$ cat config.mk
export PLATFORM = sky130hd
export DESIGN_NAME = trig_phase_cal
export DESIGN_NICKNAME = d
export VERILOG_FILES = /design/src/rtl/trig_cal_pkg.sv /design/src/rtl/trig_phase_hist.sv /design/src/rtl/trig_phase_cal.sv
export SDC_FILE = /design/constraint.sdc
export NUM_CORES = 2
export LEC_CHECK = 0
export BUFFER_PORTS_ARGS = -buffer_cell sky130_fd_sc_hd__clkbuf_2
export CORE_MARGIN = 10
export CORE_UTILIZATION = 60
export DETAILED_ROUTE_END_ITERATION = 12
export PLACE_DENSITY = 0.85
export RECOVER_POWER = 100
export SETUP_SLACK_MARGIN = 0.1
export SYNTH_ARGS = -nofsm -noshare
export SYNTH_HDL_FRONTEND = slang
export SYNTH_HIERARCHICAL = 1
export SYNTH_SLANG_ARGS = --single-unit
$ cat constraint.sdc
create_clock -name clk_adc -period 9.3 [get_ports clk_adc]
set_input_delay 1.86 -clock clk_adc [delete_from_list [all_inputs] [get_ports clk_adc]]
set_output_delay 1.86 -clock clk_adc [all_outputs]
set_load 0.01 [all_outputs]
$ cat src/rtl/trig_cal_pkg.sv
// trig_cal_pkg: shared FSM state type and saturating counter helper for the trigger phase calibrator
package trig_cal_pkg;

    typedef enum logic [2:0] {IDLE, CLEAR, WINDOW, EVAL, WAIT} cal_state_e;

    function automatic logic [31:0] sat_inc(input logic [31:0] v, input logic [31:0] max_v);
        return (v >= max_v) ? max_v : v + 32'd1;
    endfunction

endpackage

$ cat src/rtl/trig_phase_hist.sv
// trig_phase_hist: one channel's saturating phase-bin histogram with argmax and lock evaluation
module trig_phase_hist
    import trig_cal_pkg::*;
#(
    parameter int NPHASE = 4,
    parameter int CW = 8,
    localparam int B = $clog2(NPHASE)
) (
    input  logic          clk_adc,
    input  logic          nrst,
    input  logic          clr,
    input  logic          hit,
    input  logic [B-1:0]  phase,
    input  logic [B-1:0]  rd_ph,
    input  logic [CW-1:0] expect_cnt,
    input  logic [CW-1:0] tol,
    output logic [CW-1:0] rd_val,
    output logic [B-1:0]  best,
    output logic          lk
);

    localparam logic [CW-1:0] CMAX = '1;

    logic [CW-1:0] cnt [NPHASE];
    logic [CW-1:0] mx, lo, hi;
    logic [CW:0]   lo_w, hi_w;
    logic          clean;

    // bin counters: cleared at the start of each run, saturate instead of wrapping
    always_ff @(posedge clk_adc or negedge nrst) begin
        if (!nrst) begin
            for (int p = 0; p < NPHASE; p++) cnt[p] <= '0;
        end else if (clr) begin
            for (int p = 0; p < NPHASE; p++) cnt[p] <= '0;
        end else if (hit) begin
            cnt[phase] <= CW'(sat_inc(32'(cnt[phase]), 32'(CMAX)));
        end
    end

    assign rd_val = cnt[rd_ph];

    // lowest-index maximum bin; lock needs a single populated bin inside the clamped tolerance band
    always_comb begin
        best  = '0;
        mx    = cnt[0];
        clean = 1'b1;
        for (int p = 1; p < NPHASE; p++) begin
            if (cnt[p] > mx) begin
                mx   = cnt[p];
                best = B'(p);
            end
        end
        for (int p = 0; p < NPHASE; p++) begin
            if (B'(p) != best && cnt[p] != '0) clean = 1'b0;
        end
        lo_w = {1'b0, expect_cnt} - {1'b0, tol};
        hi_w = {1'b0, expect_cnt} + {1'b0, tol};
        lo   = lo_w[CW] ? '0 : lo_w[CW-1:0];
        hi   = hi_w[CW] ? CMAX : hi_w[CW-1:0];
        lk   = clean && (mx >= lo) && (mx <= hi);
    end

endmodule

$ cat src/rtl/trig_phase_cal.sv
// trig_phase_cal: drives a calibration window and histograms returning trigger channels per phase bin
module trig_phase_cal
    import trig_cal_pkg::*;
#(
    parameter int NCH = 16,
    parameter int NPHASE = 4,
    parameter int CW = 8,
    parameter int PW = 28,
    localparam int B = $clog2(NPHASE),
    localparam int CB = (NCH > 1) ? $clog2(NCH) : 1
) (
    input  logic           clk_adc,
    input  logic           nrst,
    input  logic [NCH-1:0] coax_in,
    input  logic           start,
    input  logic           continuous,
    input  logic [PW-1:0]  window_len,
    input  logic [PW-1:0]  period_len,
    input  logic [CW-1:0]  expect_cnt,
    input  logic [CW-1:0]  tol,
    input  logic [CB-1:0]  rd_ch,
    input  logic [B-1:0]   rd_ph,
    output logic [CW-1:0]  rd_data,
    output logic           cal_pulse,
    output logic [B-1:0]   phase,
    output logic           busy,
    output logic           done,
    output logic [NCH-1:0] lock,
    output logic [NCH*B-1:0] best_phase
);

    cal_state_e    state_q, state_d;
    logic [NCH-1:0] sync1, sync2;
    logic [PW:0]   pcnt, wl_last, per_min, per_eff;
    logic [PW-1:0] wl_eff;
    logic [CB-1:0] ecnt;
    logic [CW-1:0] rd_v [NCH];
    logic [B-1:0]  best_v [NCH];
    logic [NCH-1:0] lk_v;

    assign wl_eff  = (window_len == '0) ? PW'(1) : window_len;
    assign wl_last = {1'b0, wl_eff} - 1'b1;
    assign per_min = {1'b0, wl_eff} + (PW+1)'(NCH + 2);
    assign per_eff = ({1'b0, period_len} < per_min) ? per_min : {1'b0, period_len};

    // state register
    always_ff @(posedge clk_adc or negedge nrst) begin
        if (!nrst) state_q <= IDLE;
        else state_q <= state_d;
    end

    // next state and window/status outputs; period counter is 0 on the first window cycle,
    // so leaving WAIT at per_eff-2 puts consecutive window starts exactly per_eff apart
    always_comb begin
        state_d   = state_q;
        cal_pulse = 1'b0;
        busy      = (state_q != IDLE);
        done      = 1'b0;
        case (state_q)
            IDLE:   if (start) state_d = CLEAR;
            CLEAR:  state_d = WINDOW;
            WINDOW: begin
                cal_pulse = 1'b1;
                if (pcnt == wl_last) state_d = EVAL;
            end
            EVAL: begin
                if (ecnt == CB'(NCH - 1)) begin
                    done    = 1'b1;
                    state_d = continuous ? WAIT : IDLE;
                end
            end
            WAIT: begin
                if (!continuous) state_d = IDLE;
                else if (pcnt >= per_eff - 2'd2) state_d = CLEAR;
            end
            default: state_d = IDLE;
        endcase
    end

    // free-running phase, input synchronisers, window/period and eval-slot counters
    always_ff @(posedge clk_adc or negedge nrst) begin
        if (!nrst) begin
            phase <= '0;
            sync1 <= '0;
            sync2 <= '0;
            pcnt  <= '0;
            ecnt  <= '0;
        end else begin
            phase <= phase + 1'b1;
            sync1 <= coax_in;
            sync2 <= sync1;
            pcnt  <= (state_q == CLEAR) ? '0 : pcnt + 1'b1;
            ecnt  <= (state_q == EVAL) ? ecnt + 1'b1 : '0;
        end
    end

    for (genvar c = 0; c < NCH; c++) begin : g_ch
        trig_phase_hist #(.NPHASE(NPHASE), .CW(CW)) u_hist (
            .clk_adc   (clk_adc),
            .nrst      (nrst),
            .clr       (state_q == CLEAR),
            .hit       (sync2[c] && state_q == WINDOW),
            .phase     (phase),
            .rd_ph     (rd_ph),
            .expect_cnt(expect_cnt),
            .tol       (tol),
            .rd_val    (rd_v[c]),
            .best      (best_v[c]),
            .lk        (lk_v[c])
        );
    end

    // latch one channel's evaluation per EVAL cycle; results persist until re-evaluated
    always_ff @(posedge clk_adc or negedge nrst) begin
        if (!nrst) begin
            lock       <= '0;
            best_phase <= '0;
        end else if (state_q == EVAL) begin
            lock[ecnt]                     <= lk_v[ecnt];
            best_phase[int'(ecnt)*B +: B]  <= best_v[ecnt];
        end
    end

    // registered histogram read port
    always_ff @(posedge clk_adc or negedge nrst) begin
        if (!nrst) rd_data <= '0;
        else rd_data <= rd_v[rd_ch];
    end

endmodule

==> results.cfg <==
[layout]
area_delta_synth_final_pct = 6.055
fin_cells = 9758
finish.utilization_pct = 63.99
fillers = 9738
final_nets = 9168
drive_gt1_share_pct = 11.11
design_area_um2 = 76660

[cts]
clock_latency_ns = 0.74
cts.reportedPaths.clkPinSlew_ns = 0.06
cts_buffers = 76
cts_tree = done
clock_path_buffers = 3
cts.hold.buffers_added = 0
cts.sinks = 638
clock-root-buffer = clkbuf_16
htree_levels = 3

[worst_hold_path]
hold_depth = 0
hp-start = sync1[2]$_DFF_PN0_
hold_path.class = flip-flop to flip-flop
hold_end = sync2[2]$_DFF_PN0_

[sta]
setup_tns_ns = 0
finalHoldViolations = 0
finClkSkew_ns = 0.03888
drv_slew = 798
period_minus_slack_ns = 8.872
fmax_mhz = 112.7
tightest_slew_ns = 4.695
rsz0062_at_grt = no
slew_headroom_pct = -213.0
fin_crit_sh_pct = 95.40
setup_viol = 0

[power_and_ir_drop]
power_density_nw_per_um2 = 417.5
leakagePower_nw = 34.78
vdd_ir_drop_max_mv = 0.3339
totalPowerFinal_mw = 32.01

[worst_setup_path]
rr_endpoint = lock[5]$_DFFE_PN0P_
r2r_slack_ns = 0.43
critPathCaptureType = flip-flop
r2r-start = g_ch[12].u_hist/cnt[31]$_DFFE_PN0P_
crit_buf_inv = 2
crit_path_max_fanout = 16
path_class = flip-flop to flip-flop
cp_top_family = compound AO/OA/AOI/OAI gates
critical_path_required_ns = 9.89
reg2reg_depth = 31
cp-start-kind = flip-flop
cp_slowest_cell = mux4_2
crit_arrival_ns = 9.46
critPathMaxStageDelay_ns = 0.70

[place]
place_inst = 9610
hpwl_mm = 158.8
dpl-instance-area_um2 = 74370
gp_congestion = 1.007
port_buffers = 158

[routing]
wl_mm = 213.7
first_pass_iters = 6
drt_iter0_drc = 6903
num_vias = 64690
via_per_inst = 6.629
drc_errors = 0
wl_per_cell_um = 21.90
drtAntennaViolNets = 0

[synth]
netlist_area_um2 = 72290
ys.flop_type = dfrtp_1
synthesis.nets = 9172
async_reset_ff_share_pct = 100.0
syn_inst = 8080
avgSynthCellArea_um2 = 8.947
synth_seq_area_share_pct = 22.09
ys_ff_latch = 638
synth_cell_types = 101
synth_edf_count = 0
yosys_warnings = 6

[global_route]
grt_pass1_vias = 64190
grt_pass1_wl_mm = 343.4
antenna_found_initial = 14
grt_overflow_total = 0
grt_max_degree = 210
grt_usage_pct = 30.74

[flow_run]
cap_viol_max_count = 13

[status]
outcome = complete, but fails checks
violations = capacitance limit, slew limit

[floorplanning]
rows = 127
die-area_um2 = 134800
fp.dieW_um = 367.1
coreArea_um2 = 119800
start_util_pct = 60.33
pin_count = 159
fp.dieH_um = 367.1
## what timing repair did
item | CTS | global route
resized for setup | 0 | 6
buffers inserted | 0 | 0
setup endpoints to repair | 0 | 16
## state kept, by name (all words and copies together) (netlist names)
signal / count
lock: 16
g_ch.u_hist/cnt: 512
rd_data: 8
state_q: 3
best_phase: 32
pcnt: 29
sync1: 16
sync2: 16
ecnt: 4
phase: 2
## worst max path at each step
stage               slack, ns                           startpoint                     end  depth (start not counted)
finish                   0.43  g_ch[12].u_hist/cnt[31]$_DFFE_PN0P_     lock[5]$_DFFE_PN0P_                         31
global route             0.08  g_ch[12].u_hist/cnt[31]$_DFFE_PN0P_     lock[5]$_DFFE_PN0P_                         31
CTS                      0.43   g_ch[1].u_hist/cnt[25]$_DFFE_PN0P_     lock[5]$_DFFE_PN0P_                         33
detailed placement       0.39                        window_len[8]  state_q[2]$_DFFE_PN0P_                         27
global placement         0.58                        window_len[8]  state_q[2]$_DFFE_PN0P_                         29
floorplan                0.55                        window_len[1]  state_q[2]$_DFFE_PN0P_                         34
## cell families after synthesis
family / count (synthesis) / synth area share (%)
buffers and inverters: 1023 / 5.715
DFF: 638 / 22.09
and+or+nand+nor: 2531 / 17.26
muxes: 820 / 17.28
AOI/OAI and AO/OA: 1753 / 16.24
xor gates and xnor gates: 321 / 3.889
adders and majority gates: 994 / 17.54
## where the power goes
group          switching [mW]  total (mW)  internal [mW]
registers                1.24        4.62           3.38
clock network            1.34        3.21           1.87
logic                    14.0        24.2           10.2
total                    16.5        32.0           15.5
## cell type report
cell class	count	area [um^2]	area share (%)
Sequential cell	638	15970	20.83
Inverter	693	2601	3.393
Multi-Input combinational cell	6419	51990	67.81
Clock buffer	98	2146	2.799
Antenna cell	10	25.02	0.03264
Tap cell	1612	2017	2.631
Timing Repair Buffer	248	1399	1.825
Clock inverter	40	523.0	0.6822
## metal layers
| metal | routed length, um | GRT usage [%] | part of all wire, % |
|---|---|---|---|
| met4 | 12280 | 17.16 | 5.7 |
| met3 | 20200 | 6.074 | 9.5 |
| met1 | 84510 | 39.09 | 40 |
| met5 | 63 | 0 | 0.029 |
| met2 | 96660 | 48.86 | 45 |
## through the flow
stage	setup WS (ns)	hold slack, ns
finish	0.4280	0.3426
global route	0.08286	0.3519
CTS	0.4251	0.3432
detailed placement	0.3927	0.3347
global placement	0.5838	0.3338
floorplan	0.5495	0.3312
## synth_stat cells, drive strengths merged (68+ instances only)
| library cell | count | area [um^2] |
|---|---|---|
| mux4 | 311 | 7169 |
| buf | 74 | 554.3 |
| nand2 | 471 | 1768 |
| mux2 | 166 | 1873 |
| o21bai | 120 | 900.9 |
| nor2b | 126 | 873.3 |
| mux2i | 343 | 3446 |
| a211oi | 365 | 2750 |
| o21ai | 237 | 1201 |
| and2 | 68 | 452.9 |
| nand4 | 136 | 857.1 |
| xnor2 | 196 | 1717 |
| nand3 | 105 | 590.6 |
| a21oi | 556 | 2828 |
| dfrtp | 638 | 15970 |
| ha | 962 | 12040 |
| and3 | 88 | 605.6 |
| a21o | 113 | 848.3 |
| inv | 693 | 2601 |
| nand2b | 86 | 538.0 |
| nor4 | 149 | 989.7 |
| xor2 | 125 | 1095 |
| o211ai | 76 | 645.6 |
| clkbuf | 256 | 975.9 |
| nor2 | 1031 | 3897 |
## layout by cell type, fill, tap and decap left out, drive strengths merged, types with 17 or more instances in the layout
cell and count:
a21o 113, o21ai 237, nor3b 21, mux2i 343
a211o 20, ha 962, nand4 136, nor4 149
xor2 125, inv 687, nor2 1031, nand3 105
o2111ai 28, and3 88, xnor2 196, a31o 17
clkbuf 266, clkinv 31, nand2 471, o21a 33
a21oi 556, o21bai 120, or3 47, dfrtp 638
and2 68, o31ai 55, nand2b 86, buf 80
nor3 60, mux2 166, o211ai 76, fa 32
or2 43, a211oi 365, a31oi 51, mux4 311
nor2b 126, nand3b 31
Power figures use the tool's default switching activity.
